`src/rtl/mem_bus_slice.sv`:
```
// Registered pipeline stage for the packed CPU memory bus with a per-transaction
// watchdog that answers a silent slave with an error-data acknowledge.
module mem_bus_slice #(
  parameter int          AW       = 32,
  parameter int          DW       = 32,
  parameter int          TIMEOUT  = 255,
  parameter logic [31:0] ERR_DATA = 32'hDEADBEEF
) (
  input  logic                 clk,
  input  logic                 rst,
  input  logic [DW+DW/8+AW:0]  up_packed_fwd,
  output logic [DW:0]          up_packed_ret,
  output logic [DW+DW/8+AW:0]  dn_packed_fwd,
  input  logic [DW:0]          dn_packed_ret,
  output logic                 timeout_stb,
  output logic [15:0]          timeout_cnt
);

  localparam int SW = DW / 8;
  // The watchdog only has to count 0..TIMEOUT-1 before it fires.
  localparam int              WDW       = (TIMEOUT < 2) ? 1 : $clog2(TIMEOUT);
  localparam logic [WDW-1:0]  WDOG_LAST = WDW'(TIMEOUT - 1);
  localparam bit              WDOG_EN   = (TIMEOUT != 0);
  localparam logic [DW-1:0]   ERR_DW    = DW'(ERR_DATA);

  typedef enum logic [1:0] {
    S_IDLE,
    S_REQ,
    S_ACK
  } state_t;

  state_t r_state;
  state_t w_state_nxt;

  logic          w_up_valid;
  logic [AW-1:0] w_up_addr;
  logic [SW-1:0] w_up_wstrb;
  logic [DW-1:0] w_up_wdata;
  logic          w_dn_ready;
  logic [DW-1:0] w_dn_rdata;

  logic          w_accept;
  logic          w_dn_done;
  logic          w_timeout;

  logic          r_dn_valid;
  logic [AW-1:0] r_dn_addr;
  logic [SW-1:0] r_dn_wstrb;
  logic [DW-1:0] r_dn_wdata;
  logic          r_up_ready;
  logic [DW-1:0] r_up_rdata;
  logic          r_timeout_stb;
  logic [15:0]   r_timeout_cnt;
  logic [WDW-1:0] r_wdog;

  assign w_up_valid = up_packed_fwd[0];
  assign w_up_addr  = up_packed_fwd[AW:1];
  assign w_up_wstrb = up_packed_fwd[AW+SW:AW+1];
  assign w_up_wdata = up_packed_fwd[AW+SW+DW:AW+SW+1];
  assign w_dn_ready = dn_packed_ret[DW];
  assign w_dn_rdata = dn_packed_ret[DW-1:0];

  always_ff @(posedge clk) begin
    // NOTE: sequential state always uses non-blocking assignment so every
    // register samples pre-edge values regardless of statement order.
    if (rst) begin
      r_state <= S_IDLE;
    end else begin
      r_state <= w_state_nxt;
    end
  end

  always_comb begin
    // NOTE: every output of this block gets a default first; a path that
    // left one unassigned would infer a latch.
    w_state_nxt = r_state;
    w_accept    = 1'b0;
    w_dn_done   = 1'b0;
    w_timeout   = 1'b0;
    case (r_state)
      S_IDLE: begin
        if (w_up_valid) begin
          w_accept    = 1'b1;
          w_state_nxt = S_REQ;
        end
      end
      S_REQ: begin
        // A ready in the same cycle as expiry wins: real data beats error data.
        if (w_dn_ready) begin
          w_dn_done   = 1'b1;
          w_state_nxt = S_ACK;
        end else if (WDOG_EN && (r_wdog == WDOG_LAST)) begin
          w_timeout   = 1'b1;
          w_state_nxt = S_ACK;
        end
      end
      S_ACK:   w_state_nxt = S_IDLE;
      default: w_state_nxt = S_IDLE;
    endcase
  end

  always_ff @(posedge clk) begin
    if (rst) begin
      r_dn_valid    <= 1'b0;
      r_dn_addr     <= '0;
      r_dn_wstrb    <= '0;
      r_dn_wdata    <= '0;
      r_up_ready    <= 1'b0;
      r_up_rdata    <= '0;
      r_timeout_stb <= 1'b0;
      r_timeout_cnt <= '0;
      r_wdog        <= '0;
    end else begin
      r_up_ready    <= (w_state_nxt == S_ACK);
      r_timeout_stb <= w_timeout;

      if (w_accept) begin
        r_dn_valid <= 1'b1;
        r_dn_addr  <= w_up_addr;
        r_dn_wstrb <= w_up_wstrb;
        r_dn_wdata <= w_up_wdata;
        r_wdog     <= '0;
      end else begin
        if (w_dn_done || w_timeout) begin
          r_dn_valid <= 1'b0;
        end
        if (r_state == S_REQ) begin
          r_wdog <= r_wdog + 1'b1;
        end
      end

      // rdata holds between acknowledges; masters qualify it with ready.
      if (w_dn_done) begin
        r_up_rdata <= w_dn_rdata;
      end else if (w_timeout) begin
        r_up_rdata <= ERR_DW;
      end

      if (w_timeout && (r_timeout_cnt != 16'hFFFF)) begin
        r_timeout_cnt <= r_timeout_cnt + 16'd1;
      end
    end
  end

  assign dn_packed_fwd = {r_dn_wdata, r_dn_wstrb, r_dn_addr, r_dn_valid};
  assign up_packed_ret = {r_up_ready, r_up_rdata};
  assign timeout_stb   = r_timeout_stb;
  assign timeout_cnt   = r_timeout_cnt;

endmodule

```
`config.mk`:
```
export PLATFORM = sky130hd
export DESIGN_NAME = mem_bus_slice
export DESIGN_NICKNAME = d
export VERILOG_FILES = /design/src/rtl/mem_bus_slice.sv
export SDC_FILE = /design/constraint.sdc
export NUM_CORES = 1
export LEC_CHECK = 0
export ABC_AREA = 0
export BUFFER_PORTS_ARGS = -buffer_cell sky130_fd_sc_hd__buf_2
export CAP_MARGIN = 25
export CORE_UTILIZATION = 30
export CTS_BUF_LIST = sky130_fd_sc_hd__clkbuf_2 sky130_fd_sc_hd__clkbuf_4 sky130_fd_sc_hd__clkbuf_8
export DETAILED_ROUTE_END_ITERATION = 10
export SLEW_MARGIN = 20
export SYNTH_ARGS = -nofsm -noshare
export SYNTH_HDL_FRONTEND = slang
export SYNTH_SLANG_ARGS = --single-unit
```
`constraint.sdc`:
```
create_clock -name clk -period 1.93 [get_ports clk]
set_clock_uncertainty 0.05 [all_clocks]
set_input_delay 0.193 -clock clk [delete_from_list [all_inputs] [get_ports clk]]
set_output_delay 0.193 -clock clk [all_outputs]
set_load 0.005 [all_outputs]
```
==> results.sh, run 1 <==
export IMPL_grt_use_total_pct=19.9
export IMPL_swShare_pct=27.0
export IMPL_pwr_share_seq_pct=50.5
export IMPL_io_buffer_count=222
export IMPL_fin_setup_tns_ns=0
export IMPL_power_per_cell_area_nw_per_um2=746
export IMPL_synth_top_area_share_pct=56.0
export IMPL_cp_required_ns=2.20
export IMPL_numCtsBuffers=17
export IMPL_antennaDiodeCount=0
export IMPL_syn_area_um2=4610
export IMPL_switchingPower_mw=1.54
export IMPL_grt_first_pass_wirelength_um=25000
export IMPL_ys_seq_area_share_pct=56.0
export IMPL_h_tree_depth=4
export IMPL_pwr_share_clk_pct=36.1
export IMPL_cts_root_buf="clkbuf_8"
export IMPL_fin_ws_ns=0.0422
export IMPL_arrival_ns=2.15
export IMPL_fmax_mhz=530
export IMPL_wl_um=15900
export IMPL_p_int_mw=4.16
export IMPL_p_leak_nw=3.47
export IMPL_first_global_vias=5126
export IMPL_synth_cells=462
export IMPL_cts_sinks=129
export IMPL_syn_area_per_cell_um2=9.98
export IMPL_synth_yosys_warnings=0
export IMPL_die_area_um2=15900
export IMPL_syn_nets=569
export IMPL_criticalPathCategory="register to register"
export IMPL_start_kind="register"
export IMPL_fp_dieW_um=126
export IMPL_ir_drop_v=0.000455
export IMPL_start_util_pct=31.2
export IMPL_dpl_cell_area_um2=6080
export IMPL_drv_cap=0
export IMPL_syn_to_final_growth_pct=65.8
export IMPL_final_cell_area_um2=7640
export IMPL_multiInputGateArea_um2=2030
export IMPL_hp_class="input pin to register"
export IMPL_antenna_found_initial=0
export IMPL_first_pass_iters=4
export IMPL_via_count=4990
export IMPL_cts_buffer_depth=2
export IMPL_drtAntennaViolNets=0
export IMPL_wire_per_inst_um=15.9
export IMPL_crit_fanout=6
export IMPL_layout_worst_path_cycle_share_pct=97.8
export IMPL_core_um2=14800
export IMPL_worstMarginPinSlew_ns=0.578
export IMPL_setup_viol=0
export IMPL_gp_congestion=0.759
export IMPL_grt_max_degree=69
export IMPL_fin_crit_ns=1.89
export IMPL_slew_violations=0
export IMPL_tritoncts="yes"
export IMPL_insertion_delay_ns=0.43
export IMPL_post_route_cells_drive_above_1_share_pct=40.5
export IMPL_grt_ovfl_total=0
export IMPL_place_hpwl_um=9790
export IMPL_die_h_um=126
export IMPL_synth_area_leaders="dfxtp_1 (56%), a22o_1 (13%), nand2_1 (4.2%)"
export IMPL_detail_route_vias_per_cell=4.99
export IMPL_async_flop_share_pct=0
export IMPL_synthFlopType="dfxtp_1"
export IMPL_final_hold_violation_count=0
export IMPL_drc_errors=0
export IMPL_synth_edff_count=0
export IMPL_yosysTopAreaCell="dfxtp_1"
export IMPL_num_rows=44
export IMPL_synth_seq_cells=129
export IMPL_drt_iter0_markers=194
export IMPL_fill_cells=1316
export IMPL_dp_worst_setup_slack_ns=-0.0657
export IMPL_synth_cell_types=38
export IMPL_combPwrFrac_pct=13.4
export IMPL_clkTransAtPathRegs_ns=0.07
export IMPL_relSlewSlack_pct=61.3
export IMPL_status="complete, no violations"
export IMPL_ios=223
export IMPL_regArea_um2=2590
export IMPL_end_kind="register"
export IMPL_utilization_pct=51.8
export IMPL_nets=909
## power by group through the flow
stage / clock (mW) / sequential, mW / combinational [mW]
floorplan: 0 / 2.94 / 0.246
global route: 2.23 / 2.90 / 0.833
finish: 2.06 / 2.88 / 0.766
global placement: 0 / 2.93 / 0.583
CTS: 2.13 / 2.87 / 0.751
detailed placement: 0 / 2.93 / 0.595
## worst max-delay path, cell delays in order (launching register included)
cell and delay (ns):
dfxtp_2 0.36, buf_4 0.15, nand4_1 0.17, nor4_4 0.35
buf_4 0.17, nor4b_4 0.21, mux2_4 0.32
## area by class of cell
cell class	count	share of cell area, %
clock buffer	18	3.16
clock inverter	14	1.42
inverter	2	0.0982
multi-input combinational	294	26.6
sequential	129	33.9
tap	184	3.01
timing repair buffer	358	31.8
## synthesized netlist by cell type, types with 7 or more instances
| cell | count |
|---|---|
| clkbuf_1 | 34 |
| nand3_1 | 14 |
| nor3_1 | 18 |
| or4_1 | 7 |
| a31oi_1 | 16 |
| a22o_1 | 68 |
| dfxtp_1 | 129 |
| mux2_2 | 7 |
| nand4_1 | 8 |
| nand2_1 | 52 |
| nor2_1 | 26 |
| nor2b_1 | 8 |
| a21oi_1 | 20 |
## registers in the layout, summed over array words and instances (netlist names)
register	flops
r_dn_valid	1
timeout_stb	1
r_dn_wstrb	4
r_state	2
r_up_rdata	32
r_dn_addr	32
r_up_ready	1
r_wdog	8
r_dn_wdata	32
timeout_cnt	16
## kinds of logic after synthesis
| family | share of synthesized area [%] |
|---|---|
| buffers and inverters | 3.66 |
| AND/OR/NAND/NOR | 17.2 |
| adder cells (fa/ha/maj) | 0.814 |
| flip-flops | 56.0 |
| XOR/XNOR | 1.14 |
| multiplexers | 1.71 |
| AO/OA/AOI/OAI | 19.4 |
## worst paths after layout
path / to / start / cells after the start / slack, ns
max: timeout_cnt[13] / timeout_cnt[0] / 6 / 0.04
min: r_dn_valid / rst / 3 / 0.07
max reg2reg: timeout_cnt[13] / timeout_cnt[0] / 6 / 0.04
min reg2reg: r_up_rdata[20] / r_up_rdata[20] / 2 / 0.42
## timing repair
item	4_1_cts	5_1_grt
cloned	0	2
gates resized for setup	5	31
hold buffers	100	0
hold endpoints to repair	100	0
endpoints found under the setup margin	4	13
pin swaps	1	9
setup buffers	0	4
## routing by layer
metal | global-route usage (%) | vias up | routed length [um]
li1 | - | 2376 | -
met5 | 0 | - | 0
met3 | 5.56 | 53 | 781
met1 | 21.1 | 2374 | 6180
met4 | 10.9 | 0 | 680
met2 | 35.5 | 187 | 8220
## stage by stage
stage	hold WS, ns	power [mW]	cells
after floorplan	0.269	3.19	462
after global routing	0.0605	5.96	999
after CTS	0.0344	5.76	993
final	0.0669	5.70	999
after global placement	0.354	3.51	861
after detailed placement	0.357	3.53	861
## cell usage in the layout (no fill, tap or decap), types with 13 or more instances in the layout
cell type        n
a21oi_1         19
a22o_1          68
a31oi_1         16
buf_2          222
buf_4           31
clkbuf_8        17
dfxtp_1        121
dlygate4sd3_1  100
nand2_1         51
nand3_1         13
nor2_1          25
nor3_1          18
Power figures use the tool's default switching activity.
==> run 2: changes to the inputs <==
--- a/config.mk
+++ b/config.mk
@@ -11,6 +11,7 @@
 export CORE_UTILIZATION = 30
 export CTS_BUF_LIST = sky130_fd_sc_hd__clkbuf_2 sky130_fd_sc_hd__clkbuf_4 sky130_fd_sc_hd__clkbuf_8
 export DETAILED_ROUTE_END_ITERATION = 10
+export SETUP_SLACK_MARGIN = 0.4
 export SLEW_MARGIN = 20
 export SYNTH_ARGS = -nofsm -noshare
 export SYNTH_HDL_FRONTEND = slang
==> run 2 against run 1 <==
  * First-iteration DRC count increased by 69%
  * Maximum frequency rose by 2.6%
  * Utilization up 5.5 points
  * Sequential cell count stayed put
  * Global-route usage is 0.46 points higher
  * Via count grew 4.3%
  * Design area increased by 11%
  * Combinational power grew 17%
  * Clock-buffer cell count stayed put
  * Routed wire length grew 15%
  * Setup slack better by 0.048 ns
  * Largest power group unchanged
==> results.sh, run 2 (same netlist as run 1, synthesis figures left out) <==
export IMPL_grt_first_pass_wirelength_um=25400
export IMPL_first_global_vias=5200
export IMPL_combPwrFrac_pct=15.1
export IMPL_core_um2=14800
export IMPL_die_h_um=126
export IMPL_detail_route_vias_per_cell=5.04
export IMPL_fill_cells=1258
export IMPL_drtAntennaViolNets=0
export IMPL_cp_required_ns=2.20
export IMPL_mostFrequentLayoutCells="buf_2 (222), dfxtp_1 (108), dlygate4sd3_1 (100), a22o_1 (68), nand2_1 (51)"
export IMPL_switchingPower_mw=1.62
export IMPL_cts_buffer_depth=2
export IMPL_regArea_um2=2620
export IMPL_drt_iter0_markers=327
export IMPL_cts_root_buf="clkbuf_8"
export IMPL_h_tree_depth=4
export IMPL_antennaDiodeCount=0
export IMPL_status="complete, no violations"
export IMPL_dp_worst_setup_slack_ns=-0.0571
export IMPL_pwr_share_seq_pct=48.2
export IMPL_setup_viol=0
export IMPL_wl_um=18200
export IMPL_slew_violations=0
export IMPL_fin_ws_ns=0.0897
export IMPL_antenna_found_initial=0
export IMPL_place_hpwl_um=9600
export IMPL_hp_class="input pin to register"
export IMPL_power_mw=5.98
export IMPL_reg2reg_depth=7
export IMPL_nets=942
export IMPL_criticalPathCategory="register to register"
export IMPL_ios=223
export IMPL_startpoint="r_wdog[0]"
export IMPL_p_leak_nw=3.82
export IMPL_start_kind="register"
export IMPL_worstMarginPinSlew_ns=0.507
export IMPL_grt_use_total_pct=20.3
export IMPL_fin_crit_ns=1.84
export IMPL_tritoncts="yes"
export IMPL_gp_congestion=0.788
export IMPL_start_util_pct=31.2
export IMPL_die_area_um2=15900
export IMPL_ir_drop_v=0.000419
export IMPL_drc_errors=0
export IMPL_final_common_cell="buf_2"
export IMPL_regToRegStartpoint="r_wdog[0]"
export IMPL_grt_max_degree=69
export IMPL_io_buffer_count=222
export IMPL_utilization_pct=57.2
export IMPL_insertion_delay_ns=0.45
export IMPL_end_kind="register"
export IMPL_crit_fanout=3
export IMPL_fmax_mhz=543
export IMPL_relSlewSlack_pct=66.0
export IMPL_numCtsBuffers=17
export IMPL_reg_top3="r_dn_addr: 32 flops, r_dn_wdata: 32 flops, r_up_rdata: 32 flops"
export IMPL_clkTransAtPathRegs_ns=0.08
export IMPL_cts_sinks=129
export IMPL_wire_per_inst_um=17.7
export IMPL_post_route_cells_drive_above_1_share_pct=48.9
export IMPL_power_per_cell_area_nw_per_um2=708
export IMPL_final_hold_violation_count=0
export IMPL_endpoint="timeout_cnt[13]"
export IMPL_p_int_mw=4.36
export IMPL_drv_cap=0
export IMPL_num_rows=44
export IMPL_fin_setup_tns_ns=0
export IMPL_first_pass_iters=4
export IMPL_arrival_ns=2.11
export IMPL_multiInputGateArea_um2=2340
export IMPL_rsz0062_at_grt="true"
export IMPL_layout_worst_path_cycle_share_pct=95.4
export IMPL_syn_to_final_growth_pct=83.2
export IMPL_swShare_pct=27.1
export IMPL_via_count=5205
export IMPL_grt_ovfl_total=0
export IMPL_fp_dieW_um=126
export IMPL_r2r_slack_ns=0.09
export IMPL_pwr_share_clk_pct=36.7
export IMPL_r2r_end="timeout_cnt[13]"
run 2: cell types whose count changed in the layout (fill, tap and decap cells not counted), sizes merged:
cell | previous run | this run
buf | 258 | 281
clkbuf | 18 | 26
clkinv | 6 | 4
bufinv | 0 | 1
inv | 6 | 7
nor2 | 26 | 27
or3 | 6 | 7
run 2: area by class of cell:
class,instances,area share (%)
Sequential cell,129,31.1
Clock inverter,14,1.56
Timing Repair Buffer,389,33.9
Clock buffer,18,2.86
Multi-Input combinational cell,296,27.8
Inverter,2,0.0889
Tap cell,184,2.73
run 2: worst min-delay path by stage:
| stage | from | endpoint | depth (start not counted) |
|---|---|---|---|
| 6_report | dn_packed_ret[32] | r_state[0] | 3 |
| 3_3_place_gp | up_packed_fwd[23] | r_dn_addr[22] | 2 |
| 2_1_floorplan | up_packed_fwd[1] | r_dn_addr[0] | 1 |
| 3_5_place_dp | up_packed_fwd[5] | r_dn_addr[4] | 2 |
| 4_1_cts | dn_packed_ret[6] | r_up_rdata[6] | 3 |
| 5_1_grt | dn_packed_ret[32] | r_state[0] | 3 |
run 2: power by group through the flow:
stage	clock, mW	combinational (mW)	sequential (mW)
CTS	2.25	0.755	2.87
floorplan	0	0.251	2.95
global placement	0	0.572	2.93
finish	2.19	0.900	2.88
detailed placement	0	0.585	2.94
global route	2.38	0.962	2.90
run 2: per-layer routing:
metal | vias up | wire [um] | GRT usage [%]
met1 | 2505 | 7280 | 22.3
li1 | 2448 | - | -
met3 | 49 | 879 | 4.80
met4 | 0 | 565 | 10.9
met2 | 203 | 9510 | 36.3
met5 | - | 0 | 0
run 2: repair_timing:
| action | in CTS | in global routing |
|---|---|---|
| hold buffers | 99 | 1 |
| setup buffers | 19 | 11 |
| resized for setup | 56 | 62 |
| endpoints found under the hold margin | 99 | 1 |
| setup endpoints to repair | 119 | 121 |
| cloned | 3 | 15 |
| pin swaps | 28 | 48 |
run 2: critical path, stage by stage (launching register included):
cell	delay [ns]
dfxtp_2	0.33
inv_2	0.06
ha_4	0.13
nand4_1	0.14
nor4_4	0.31
buf_4	0.16
nor4b_4	0.22
mux2_4	0.32
run 2: through the flow:
stage                     hold WS, ns  instance area, um2  std cells
after floorplan                 0.269                4680        462
after global placement          0.351                6040        852
after detailed placement        0.356                6040        852
after CTS                    0.000825                7800       1005
after global routing           0.0845                8450       1032
final                           0.104                8450       1032
